## config.mk

```make
export PLATFORM = sky130hd
export DESIGN_NAME = mem_bus_ctrl
export DESIGN_NICKNAME = d
export VERILOG_FILES = /design/src/rtl/mem_bus_ctrl.sv
export SDC_FILE = /design/constraint.sdc
export NUM_CORES = 1
export LEC_CHECK = 0
export CAP_MARGIN = 10
export CORE_MARGIN = 4
export CORE_UTILIZATION = 63
export DETAILED_ROUTE_END_ITERATION = 10
export DONT_BUFFER_PORTS = 1
export HOLD_SLACK_MARGIN = 0.05
export PLACE_DENSITY = 0.79
export SKIP_LAST_GASP = 1
export SYNTH_ARGS = -nofsm -noshare
export SYNTH_HDL_FRONTEND = slang
export SYNTH_SLANG_ARGS = --single-unit
```

## constraint.sdc

```tcl
create_clock -name clk -period 2.05 [get_ports clk]
set_input_delay 0.205 -clock clk [delete_from_list [all_inputs] [get_ports clk]]
set_output_delay 0.205 -clock clk [all_outputs]
set_load 0.1 [all_outputs]
```

## src/rtl/mem_bus_ctrl.sv

```systemverilog
// mem_bus_ctrl
// Load/store bus master sitting between the MEM-stage LSU and the system
// data bus. Captures one core access, runs the request/response handshake
// on the bus, returns load data / error, and raises `busy` to stall the
// pipeline until the access completes.
//
// Ports
//   clk, rstn                  clock, asynchronous active-low reset
//   core_req/we/addr/wdata/wstrb  access from MEM stage (level, held while stalled)
//   busy                       stall request to hazard detection
//   core_rdata                 last completed load data
//   core_err                   high in the completion cycle on bus error/timeout
//   bus_req_valid/ready        request handshake
//   bus_we/addr/wdata/wstrb    registered request fields
//   bus_rsp_valid/ready        response handshake (ready only while waiting)
//   bus_rsp_rdata/err          response payload
module mem_bus_ctrl #(
  parameter int ADDR_W  = 32,
  parameter int DATA_W  = 32,
  parameter int TIMEOUT = 255
) (
  input  logic                  clk,
  input  logic                  rstn,
  input  logic                  core_req,
  input  logic                  core_we,
  input  logic [ADDR_W-1:0]     core_addr,
  input  logic [DATA_W-1:0]     core_wdata,
  input  logic [DATA_W/8-1:0]   core_wstrb,
  output logic                  busy,
  output logic [DATA_W-1:0]     core_rdata,
  output logic                  core_err,
  output logic                  bus_req_valid,
  input  logic                  bus_req_ready,
  output logic                  bus_we,
  output logic [ADDR_W-1:0]     bus_addr,
  output logic [DATA_W-1:0]     bus_wdata,
  output logic [DATA_W/8-1:0]   bus_wstrb,
  input  logic                  bus_rsp_valid,
  output logic                  bus_rsp_ready,
  input  logic [DATA_W-1:0]     bus_rsp_rdata,
  input  logic                  bus_rsp_err
);

  localparam int CNT_W = $clog2(TIMEOUT + 1);
  localparam logic [CNT_W-1:0] CNT_MAX  = CNT_W'(TIMEOUT);
  localparam logic [CNT_W-1:0] CNT_LAST = CNT_W'(TIMEOUT - 1);

  typedef enum logic [1:0] {
    S_IDLE = 2'd0,
    S_REQ  = 2'd1,
    S_WAIT = 2'd2,
    S_DONE = 2'd3
  } state_t;

  state_t           state_q, state_d;
  logic [CNT_W-1:0] cnt_q, cnt_d, cnt_sat;
  logic             err_q, err_d;
  logic             cap_req;
  logic             cap_rdata;
  logic             timeout_hit;

  // Counter saturates at TIMEOUT instead of wrapping.
  assign cnt_sat     = (cnt_q == CNT_MAX) ? cnt_q : cnt_q + CNT_W'(1);
  // The cycle in which the counter would reach TIMEOUT is the last one
  // allowed in REQ/WAIT, giving exactly TIMEOUT cycles per phase.
  assign timeout_hit = (cnt_q >= CNT_LAST);

  always_ff @(posedge clk or negedge rstn) begin
    if (!rstn) begin
      state_q <= S_IDLE;
      cnt_q   <= '0;
      err_q   <= 1'b0;
    end else begin
      state_q <= state_d;
      cnt_q   <= cnt_d;
      err_q   <= err_d;
    end
  end

  always_comb begin
    state_d       = state_q;
    cnt_d         = cnt_q;
    err_d         = err_q;
    cap_req       = 1'b0;
    cap_rdata     = 1'b0;
    busy          = 1'b0;
    core_err      = 1'b0;
    bus_req_valid = 1'b0;
    bus_rsp_ready = 1'b0;
    case (state_q)
      S_IDLE: begin
        // Stall combinationally so the instruction holds in MEM from the
        // first cycle; gated by rstn so the stall is released during reset.
        busy = core_req & rstn;
        if (core_req) begin
          cap_req = 1'b1;
          cnt_d   = '0;
          err_d   = 1'b0;
          state_d = S_REQ;
        end
      end
      S_REQ: begin
        busy          = 1'b1;
        bus_req_valid = 1'b1;
        // An accepted request takes priority over a coincident timeout:
        // once the bus has taken it, the response must be collected.
        if (bus_req_ready) begin
          cnt_d   = '0;
          state_d = S_WAIT;
        end else if (timeout_hit) begin
          cnt_d   = cnt_sat;
          err_d   = 1'b1;
          state_d = S_DONE;
        end else begin
          cnt_d = cnt_sat;
        end
      end
      S_WAIT: begin
        busy          = 1'b1;
        bus_rsp_ready = 1'b1;
        if (bus_rsp_valid) begin
          err_d     = bus_rsp_err;
          cap_rdata = ~bus_we;
          state_d   = S_DONE;
        end else if (timeout_hit) begin
          cnt_d   = cnt_sat;
          err_d   = 1'b1;
          state_d = S_DONE;
        end else begin
          cnt_d = cnt_sat;
        end
      end
      S_DONE: begin
        // Pipeline advances this cycle; core_req still shows the same
        // instruction and must not start a second access.
        core_err = err_q;
        state_d  = S_IDLE;
      end
      default: state_d = S_IDLE;
    endcase
  end

  // Request fields are captured once in IDLE and held stable until accepted.
  always_ff @(posedge clk or negedge rstn) begin
    if (!rstn) begin
      bus_we    <= 1'b0;
      bus_addr  <= '0;
      bus_wdata <= '0;
      bus_wstrb <= '0;
    end else if (cap_req) begin
      bus_we    <= core_we;
      bus_addr  <= core_addr;
      bus_wdata <= core_wdata;
      bus_wstrb <= core_wstrb;
    end
  end

  // Load data is taken even when the response flags an error.
  always_ff @(posedge clk or negedge rstn) begin
    if (!rstn) begin
      core_rdata <= '0;
    end else if (cap_rdata) begin
      core_rdata <= bus_rsp_rdata;
    end
  end

endmodule
```

* Word-level counts from Yosys, hierarchy flattened
Cells that the tools add are included.
** Word-level totals
- Flip-flop bits (word level) :: 112
- Bits of input ports :: 107
- Output and inout bits :: 105
** Operators by class
- $add $sub $neg :: 1
- $lt $le $gt $ge :: 1
- Equality and inequality tests :: 7
- Multiplexer cells :: 23
- Bitwise gates (word level) :: 2
- Reductions and logical operators :: 5
** Operators by type and width (count)
- 8-bit 2-to-1 mux :: 4
- 8-bit one-hot mux with 3 select lines :: 1
- 1-bit 2-to-1 mux :: 11
- 8-bit by 1-bit adder with 8-bit output, second input constant :: 1
- 8-bit == test, second input constant :: 1
- 8-bit >= comparator, second input constant :: 1
- 2-bit 2-to-1 mux :: 4
- 2-bit one-hot mux with 4 select lines :: 1
- 2-bit inequality test, second input constant :: 3
- 3-bit AND reduction :: 2
- 2-bit == test, second input constant :: 2
- 1-bit one-hot mux with 3 select lines :: 1
- 3-bit nonzero test :: 1
- 2-bit by 1-bit == test with 1-bit output, second input constant :: 1
- 2-bit logical NOT :: 1
- 1-bit one-hot mux with 2 select lines :: 1
- 2-bit OR reduction :: 1
- 1-bit bitwise AND :: 1
- 1-bit NOT :: 1

* Longest topological paths before layout
- Depth in word-level cells :: 4
- Depth in mapped cells :: 7
- Gate-level depth less buffers :: 6

* Worst setup path before layout
No wires, ideal clock.
- Kind :: reg-to-reg
- Start :: reg state_q[0]
- End :: reg core_rdata[10]
- Setup time :: 0.125 ns
- Arrival time :: 2.374 ns
- Data required time :: 1.925 ns
- Path slack :: -0.449 ns
- Stages on the path, launching flop included :: 8
- Buffers on the path :: 2
- Cell sequence :: dfrtp_1 -> inv_1 -> ha_1 -> nand2_2 -> or2_1 -> buf_6 -> buf_12 -> mux2_4
** On the way
- Longest elaborated chain between the ends :: 2
** Ends and longest elaborated chain
- from (decl) :: RTL line 55 : state_t state_q, state_d;
- from (signal assigned) :: RTL line 74 : state_q <= state_d;
- 2-bit == test :: RTL line 90 : case (state_q)
- 1-bit 2-to-1 mux :: RTL line 90
- to (signal assigned) :: RTL line 163 : core_rdata <= bus_rsp_rdata;
- to (decl) :: RTL line 30 : output logic [DATA_W-1:0] core_rdata,
Every way passes these cells.
A chain may end at the register's enable or synchronous reset.

* Worst setup path after layout
- Start :: reg state_q[1]
- End :: reg cnt_q[2]
** On the way
- Longest elaborated chain between the ends :: 3
** Ends and longest elaborated chain
- 2-bit == test (tied with other cells) :: RTL line 90
- 2-bit inequality test (no line) / 3-bit nonzero test (equally long branches)
- 3-bit AND reduction (no line)
- to (signal assigned) :: RTL line 75 : cnt_q <= cnt_d;
- to (decl) :: RTL line 56 : logic [CNT_W-1:0] cnt_q, cnt_d, cnt_sat;
Several ways; a longest one is shown, not always the timed one.

==> summary.md <==
| Metric | Value |
|---|---|
| Total number of vias | 3,955 |
| Clock root buffer master | clkbuf_8 |
| CTS Hold Bufs | 101 |
| Wire per inst | 31.47 µm |
| Crit path max-delay family | compound AO/OA/AOI/OAI gates |
| Minimum clock period | 2249 ps |
| Drt first pass iters | 5 |
| Final worst slack | -198.6 ps |
| Synth Net Count | 414 |
| Number of antenna violations at the first check in global routing | 0 |
| CP bufs+invs | 1 |
| First-pass GRT wire length | 25,990 µm |
| DRT Wirelength | 19,320 µm |
| Worst-margin pin slew | 555.2 ps |
| Diode count | 0 |
| Slowest cell on crit path | dfrtp_2 |
| Most common cell after layout, fill and taps aside | dfrtp_1 |
| Slew HR | 0.6260 |
| Area growth syn-to-layout | 45.70% |
| Yosys warns | 0 |
| Initial DRC Count | 426 |
| Final net count | 626 |
| Largest net degree at the start of global routing | 114 |
| Antenna Nets Post-Route | 0 |
| Final slew viol count | 0 |
| Fin crit share | 1.097 |
| Post-synth EDFFs | 0 |
| RePlAce Congestion | 0.8934 |
| Most frequent cells in the layout | 111 x dfrtp_1, 109 x buf_4, 101 x dlygate4sd3_1 |
| Maximum clock frequency | 444.7 MHz |
| GRT Total Usage | 0.4071 |
| Vias per cell | 6.441 |
| HP Class | primary input to asynchronous set/reset pin |
| Async S/R FF share, synth | 1.000 |
| I/O pins | 212 |
| Post-DP HPWL | 8179 µm |
| # rows | 31 |
| Clock buffer depth | 2 |
| Outcome | finished with violations |
| CTS Sinks | 112 |
| Initial core utilization | 0.6459 |
| Clock latency on the worst-skew pair | 370 ps |
| Failing checks | hold timing, setup timing |
| Number of synthesized register bits | 112 |
| CP required | 2310 ps |
| DIE HEIGHT | 94 µm |
| Worst path max stage delay | 480 ps |
| Overflow after GRT | 0 |
| Crit Path Category | flip-flop to flip-flop |
| WP data arrival | 2510 ps |
| Setup_tns | -458.4 ps |
| CTS clk-pin slew, worst paths | 120 ps |
| Final Hold Fails | 112 |
| Seq/Total Area, Yosys | 0.6015 |
| Share of layout cells above drive strength 1 | 0.4602 |
| Critical path endpoint category | flip-flop |
| CP Cell Sequence | inv_1, ha_2, nor2b_1, o21a_1, o21ai_0, a21oi_1 |
| Placeable Area | 7214 µm² |
| Syn avg cell area | 15.58 µm² |
| Die ar. | 8836 µm² |
| Yosys cell types | 36 |
| Worst hold slack | -483.9 ps |
| Die X | 94 µm |
| Post-Syn Area | 4659 µm² |
| H-tree Lvls | 3 |
| Max-cap violations | 0 |
| Synth Instances | 299 |
| Vias in the first global route | 4,121 |
| Critical Path Start Type | flip-flop |
| Most used DFF post-synth | dfrtp_1 |
| DRC viols | 0 |
| Input/output buffers | 0 |
| CP Max Fanout | 6 |
| Layout Skew | 21.33 ps |
| CTS tree | built |
| TritonCTS buffer count | 9 |
| # setup viols final | 5 |
## routing by layer
layer  up-vias  part of all wire  GRT usage
met5         -                 0          0
li1       1495                 -          -
met2       403              0.51     0.7085
met4         0             0.062     0.2130
met3       116              0.11     0.1186
met1      1941              0.32     0.4484
## timing repair
item / 4_1_cts / 5_1_grt
resized for setup: 0 / 3
setup buffers: 0 / 2
endpoints found under the setup margin: 0 / 6
endpoints found under the hold margin: 213 / 112
## worst register-to-register path, cell delays in order, from the launching register on
cell and delay, ps:
dfrtp_2 480, inv_1 140, ha_2 230, nor2b_1 350, o21a_1 350, o21ai_0 310, a21oi_1 290
## synth_stat cells, types with 2 or more instances
cell type,count,area [µm²]
and4_1,2,17.52
and2_1,2,12.51
nand3_1,3,15.01
ha_1,8,100.1
nor2b_1,2,12.51
nand4_1,2,12.51
o31ai_1,2,15.01
nor2_1,5,18.77
a2bb2oi_1,2,17.52
a21o_1,2,15.01
a21oi_1,11,55.05
buf_2,8,40.04
inv_1,5,18.77
o32a_1,2,20.02
o22ai_1,2,12.51
o21ai_0,5,25.02
mux2_4,30,450.4
nand2_1,5,18.77
dfrtp_1,112,2803
mux2_2,71,799.5
buf_12,3,60.06
## stage by stage
| step | instance area [µm²] | util | cells | setup WS, ps |
|---|---|---|---|---|
| after floorplan | 4667 | - | 299 | -101.4 |
| after global placement | 5533 | 0.7669 | 496 | 266.6 |
| after detailed placement | 5533 | 0.7669 | 496 | 205.2 |
| after CTS | 6763 | 0.9374 | 612 | 84.20 |
| after global routing | 6789 | 0.9410 | 614 | -166.6 |
| final | 6789 | 0.9410 | 614 | -198.6 |
## flip-flops by register name, summed over array words and instances (netlist names)
signal,cells
state_q,2
cnt_q,8
bus_we,1
bus_wdata,32
core_rdata,32
bus_addr,32
err_q,1
bus_wstrb,4
## layout make-up
type / instances / area [µm²]
clock buffers: 11 / 141.4
fillers: 183 / 425.4
well taps: 99 / 123.9
inverters: 5 / 18.77
clock inverters: 4 / 77.57
multi-input cells: 170 / 1743
flip-flops and latches: 112 / 2804
repair buffers: 213 / 1881
## kinds of logic after synthesis
| logic type | after synthesis | synth area share |
|---|---|---|
| flops | 112 | 0.6015 |
| compound gates | 35 | 0.05048 |
| simple gates | 26 | 0.03035 |
| buf+inv | 17 | 0.02793 |
| fa+ha+maj | 8 | 0.02148 |
| mux | 101 | 0.2683 |
## final timing paths
check	start	end	slack, ps	depth (start not counted)
min	rstn	core_rdata[3]	-480	0
max in group asynchronous	rstn	state_q[1]	2360	0
max reg2reg	state_q[1]	cnt_q[2]	-200	6
min in group clk	bus_req_ready	err_q	130	2
max	state_q[1]	cnt_q[2]	-200	6
min reg2reg	bus_wdata[29]	bus_wdata[29]	530	1
Power is left out: the tool's default activity adds up to more than one toggle a clock period on the data nets, which glitch-free logic cannot reach.
